### src/rtl/sysid_timeout_counter.sv
// Per-transaction watchdog: counts cycles while enabled, saturates at LIMIT.
module sysid_timeout_counter #(
  parameter int unsigned LIMIT = 255
) (
  input  logic clock,
  input  logic reset,
  input  logic clear,
  input  logic enable,
  output logic expired
);

  localparam int unsigned   CW     = $clog2(LIMIT + 1);
  localparam logic [CW-1:0] LIM    = CW'(LIMIT);
  localparam logic [CW-1:0] LIM_M1 = CW'(LIMIT - 1);

  logic [CW-1:0] cnt_q, cnt_d;

  // Next count: clear wins, otherwise count up to LIMIT and hold there.
  always_comb begin
    cnt_d = cnt_q;
    if (clear)                     cnt_d = '0;
    else if (enable && cnt_q != LIM) cnt_d = cnt_q + CW'(1);
  end

  // Count register.
  always_ff @(posedge clock) begin
    if (reset) cnt_q <= '0;
    else       cnt_q <= cnt_d;
  end

  // High in the cycle whose closing edge brings the count to LIMIT.
  assign expired = enable && (cnt_q >= LIM_M1);

endmodule

### config.mk
export PLATFORM = sky130hd
export DESIGN_NAME = sysid_timeout_counter
export DESIGN_NICKNAME = d
export VERILOG_FILES = /design/src/rtl/sysid_timeout_counter.sv
export SDC_FILE = /design/constraint.sdc
export NUM_CORES = 1
export LEC_CHECK = 0
export ABC_AREA = 1
export CORE_AREA = 3 3 40 42
export CTS_CLUSTER_DIAMETER = 100
export CTS_CLUSTER_SIZE = 10
export DETAILED_ROUTE_END_ITERATION = 12
export DIE_AREA = 0 0 43 45
export GPL_TIMING_DRIVEN = 1
export PLACE_DENSITY_LB_ADDON = 0.15
export SLEW_MARGIN = 20
export SYNTH_ARGS = -nofsm -noshare
export SYNTH_HDL_FRONTEND = slang
export SYNTH_SLANG_ARGS = --single-unit
### constraint.sdc
create_clock -name clock -period 1.99 [get_ports clock]
set_clock_uncertainty 0.2 [all_clocks]
set_input_delay 0.398 -clock clock [delete_from_list [all_inputs] [get_ports clock]]
set_output_delay 0.398 -clock clock [all_outputs]
set_load 0.005 [all_outputs]
# --- Word-level counts from Yosys, hierarchy flattened ---
# Index checks and enable logic that the tools add are counted.
word_totals:
  register_bits: 8
  latchBits: 0
  ram_bits: 0
  mem_bits_ro: 0
  in_bits: 4
  output_inout_bits: 1
  memories: 0
op_classes:
  n_addsub: 1
  mul: 0
  div: 0
  magnitude_cmp: 1
  n_eq_ne: 1
  shifts: 0
  mux: 0
  n_bitwise: 0
  n_reduce_logical: 3
op_table:
  columns: ["op", "n"]
  rows:
  - ["8-bit by 1-bit adder with 8-bit output, second input constant", 1]
  - ["8-bit greater-or-equal comparator, second input constant", 1]
  - ["8-bit != test, second input constant", 1]
  - ["1-bit logical AND", 2]
  - ["2-bit OR reduction", 1]

# --- Logic depth before layout (Yosys ltp) ---
logic_depth:
  ltp_word: 2
  depth_mapped: 8
  mapped_depth_nobuf: 8

# --- Least setup slack after synthesis ---
# No wires, ideal clock.
synth_timing:
  kind: "reg-to-reg"
  start: "register cnt_q[1]"
  end: "register cnt_q[1]"
  setup_ns: 0.116
  arrival_time_ns: 1.076
  required_ns: 1.674
  path_slack_ns: 0.598
  path_stages_with_launch: 9
  path_buffers: 0
  synth_period_minus_slack_ns: 1.392
  path_cell_list: "dfxtp_1 -> ha_1 -> inv_1 -> nor2_2 -> nand2_2 -> nand2_2 -> inv_1 -> nor2_1 -> nor2_1"
synth_between:
  elab_chain_cells: 2
  elab_cells_between_ends: 3
  classes_between: "add/sub: 1; eq/ne: 1; reduce/logical: 1"
synth_lines:
  columns: ["item", "line_no", "rtl"]
  rows:
  - ["start, declared", "16", "logic [CW-1:0] cnt_q, cnt_d;"]
  - ["start signal, assigned", "28", "else cnt_q <= cnt_d;"]
  - ["branches (longest 2 deep; another with 8-bit by 1-bit adder with 8-bit output)", null, null]
# Parallel ways; which one is timed is not known.
# A chain may end at the register's enable or synchronous reset.

# --- Final worst setup path ---
layout_timing:
  start: "input enable"
  end: "output expired"
layout_between:
  elab_chain_cells: 1
layout_lines:
  columns: ["item", "line_no", "rtl"]
  rows:
  - ["start, declared", "8", "input logic enable,"]
  - ["1-bit logical AND", "32", "assign expired = enable && (cnt_q >= LIM_M1);"]
  - ["end, declared", "9", "output logic expired"]
# No other way between the ends.

==> results.sh <==
export IMPL_holdPathEnd="cnt_q[6]$_SDFFE_PP0P_"
export IMPL_cts_sinks=8
export IMPL_die_w_um=43
export IMPL_insertion_delay_ns=0.25
export IMPL_grt_pass1_vias=411
export IMPL_routed_wl_um=958
export IMPL_fin_total_pwr_w=0.000316
export IMPL_vias=430
export IMPL_hold_violations=0
export IMPL_rows=13
export IMPL_critPathMaxFanout=2
export IMPL_peakVddDrop_uv=296
export IMPL_drt_iter0_drc=13
export IMPL_post_cts_setup_buffer_count=0
export IMPL_critPathMaxStageDelay_ns=0.49
export IMPL_leakagePower_nw=0.240
export IMPL_wire_per_inst_um=9.98
export IMPL_htreeDepth=1
export IMPL_fin_nets=89
export IMPL_ios=5
export IMPL_final_core_util_pct=44.4
export IMPL_syn_area_um2=459
export IMPL_dieArea_um2=1940
export IMPL_pwr_share_clk_pct=40.3
export IMPL_largest_register="cnt_q"
export IMPL_p_per_area_nw_per_um2=554
export IMPL_fmax_mhz=527
export IMPL_combPwrFrac_pct=7.9
export IMPL_hold_class="reg2reg"
export IMPL_fin_area_um2=571
export IMPL_synth_ff_type="dfxtp_1"
export IMPL_hp_start="cnt_q[6]$_SDFFE_PP0P_"
export IMPL_synth_compound_area_share_pct=7.63
export IMPL_grt_pass1_wl_mm=1.67
export IMPL_critPathKind="in2out"
export IMPL_io_buffers=4
export IMPL_overflow=0
export IMPL_timing_hold_ws_ns=0.312
export IMPL_rsz0062_at_grt="false"
export IMPL_ant_nets=0
export IMPL_synth_fp_nets=76
export IMPL_tritoncts="built"
export IMPL_synth_area_leaders="dfxtp_1 (35%), nand2_1 (14%), nor2_1 (9.8%)"
export IMPL_final_cells=96
export IMPL_cts_root_buf="clkbuf_4"
export IMPL_synthSimpleGateAreaFrac_pct=40.1
export IMPL_avgSynthCellArea_um2=6.56
export IMPL_first_pass_iters=4
export IMPL_synthAdderAreaFrac_pct=5.45
export IMPL_period_share_pct=95.4
export IMPL_initial_core_util_pct=35.7
export IMPL_synth_edff_count=0
export IMPL_grt_max_degree=7
export IMPL_place_gp_congestion=0.784
export IMPL_ys_seq_area_share_pct=34.9
export IMPL_reg2reg_to="cnt_q[0]$_SDFFE_PP0P_"
export IMPL_die_y_um=45
export IMPL_slew_violations=0
export IMPL_setup_viol=0
export IMPL_yosysWarningCount=0
export IMPL_layout_drive_gt1_share_pct=18.5
export IMPL_post_dp_hpwl_um=709
export IMPL_largest_reg_flops=8
export IMPL_synth_top_area_share_pct=34.9
export IMPL_area_delta_synth_final_pct=24.3
export IMPL_status="finished, final reports clean"
export IMPL_drc_errors=0
export IMPL_place_area_um2=548
export IMPL_ctsHoldBuffers=0
export IMPL_cts_path_max_buffers=2
export IMPL_max_cap_violations=0
export IMPL_synth_async_reset_ratio_pct=0
export IMPL_fin_crit_ns=1.90
export IMPL_ys_ff_latch=8
export IMPL_seqPwrFrac_pct=51.8
export IMPL_r2r_cells=9
export IMPL_crit_required_ns=1.39
export IMPL_diodes=0
export IMPL_cp_end_kind="output port"
export IMPL_synth_common_cells="nand2_1 (17), nor2_1 (12), inv_1 (10)"
export IMPL_yosysMostFrequentCell="nand2_1"
export IMPL_syn_inst=70
export IMPL_antenna_found_initial=0
export IMPL_ys_types=15
export IMPL_worstHoldPathCells=2
export IMPL_worstPathArrival_ns=1.30
export IMPL_dp_cells=93
export IMPL_max_slew_worst_pin_slew_ns=0.409
export IMPL_start_kind="primary input"
export IMPL_r2r_start="cnt_q[0]$_SDFFE_PP0P_"
export IMPL_slew_headroom_pct=72.6
export IMPL_switching_power_w=0.0000728
export IMPL_synthMuxAreaShare_pct=0
export IMPL_nFillCells=139
export IMPL_r2r_setup_slack_ns=0.37
export IMPL_synth_xor_area_share_pct=3.81
export IMPL_p_sw_share_pct=23.1
export IMPL_grtUsageTotal_pct=12.3
export IMPL_synth_top_family_by_area="simple AND/OR/NAND/NOR gates"
export IMPL_path_clk_slew_ns=0.06
export IMPL_reg_top3="cnt_q x8"
export IMPL_fp_coreArea_um2=1280
export IMPL_synth_top_cell_by_area="dfxtp_1"
export IMPL_p_int_w=0.000243
export IMPL_crit_chain="clkdlybuf4s50_1 -> o21ai_0 -> nor3_2 -> clkbuf_2"
export IMPL_cp_slowest_cell="clkdlybuf4s50_1"
export IMPL_avgViaCountPerCell=4.48
export IMPL_numCtsBuffers=3
[placed cells by master (no fill, tap or decap)]
master / instances
nand2_1: 17
nor2_1: 12
inv_1: 10
dfxtp_1: 8
a21oi_1: 4
buf_4: 4
o21ai_0: 3
nor2_2: 3
nand3_1: 3
clkbuf_4: 3
clkdlybuf4s50_1: 3
nand2_2: 2
nand4_1: 2
ha_1: 2
nor2_4: 1
nor3_2: 1
xnor2_1: 1
xor2_1: 1
clkbuf_2: 1
[logic make-up (layout without fill, tap and decap cells)]
| family | Yosys count | in the layout |
|---|---|---|
| AND/OR/NAND/NOR | 41 | 41 |
| buffers and inverters | 10 | 21 |
| flip-flops | 8 | 8 |
| AO/OA/AOI/OAI | 7 | 7 |
| adder cells (fa/ha/maj) | 2 | 2 |
| XOR/XNOR | 2 | 2 |
[per-stage QoR]
step	setup WS (ns)	TNS [ns]
2_1_floorplan	0.598	0
3_3_place_gp	-0.309	-0.309
3_5_place_dp	-0.312	-0.312
4_1_cts	0.0196	0
5_1_grt	0.0235	0
6_report	0.0925	0
[power by group through the flow]
stage | clock, W | combinational (W) | sequential [W]
final | 0.000127 | 0.0000249 | 0.000164
after CTS | 0.000133 | 0.0000247 | 0.000164
after global placement | 0 | 0.0000245 | 0.000167
after floorplan | 0 | 0.0000108 | 0.000167
after global routing | 0.000140 | 0.0000281 | 0.000164
after detailed placement | 0 | 0.0000244 | 0.000167
[final cells by class]
type,instances,area (um^2),share of cell area (%)
clock buffer,3,22.5,3.95
sequential,8,160,28.1
multi-input combinational,52,267,46.7
timing repair buffer,8,65.1,11.4
inverter,10,37.5,6.58
tap,15,18.8,3.29
[how the worst max path moves through the flow]
stage          slack (ns)             startpoint                    end
2_1_floorplan        0.60  cnt_q[1]$_SDFFE_PP0P_  cnt_q[1]$_SDFFE_PP0P_
3_3_place_gp        -0.31                 enable                expired
3_5_place_dp        -0.31                 enable                expired
4_1_cts              0.02                 enable                expired
5_1_grt              0.02                 enable                expired
6_report             0.09                 enable                expired
[routing by layer]
layer	share of wire, %	global-route usage [%]
met2	47	18.9
met1	47	13.8
met3	3.4	3.59
met5	0	0
met4	2.0	10.8
[critical path: cells and delay by family]
family                 cells  cell delay [ns]
AOI/OAI and AO/OA          1             0.10
buffers and inverters      2             0.62
and+or+nand+nor            1             0.17
[timing repair]
item | in CTS | in global routing
setup endpoints to repair | 1 | 1
pin swaps | 1 | 1
resized for setup | 2 | 2
(Power assumes the default switching activity.)
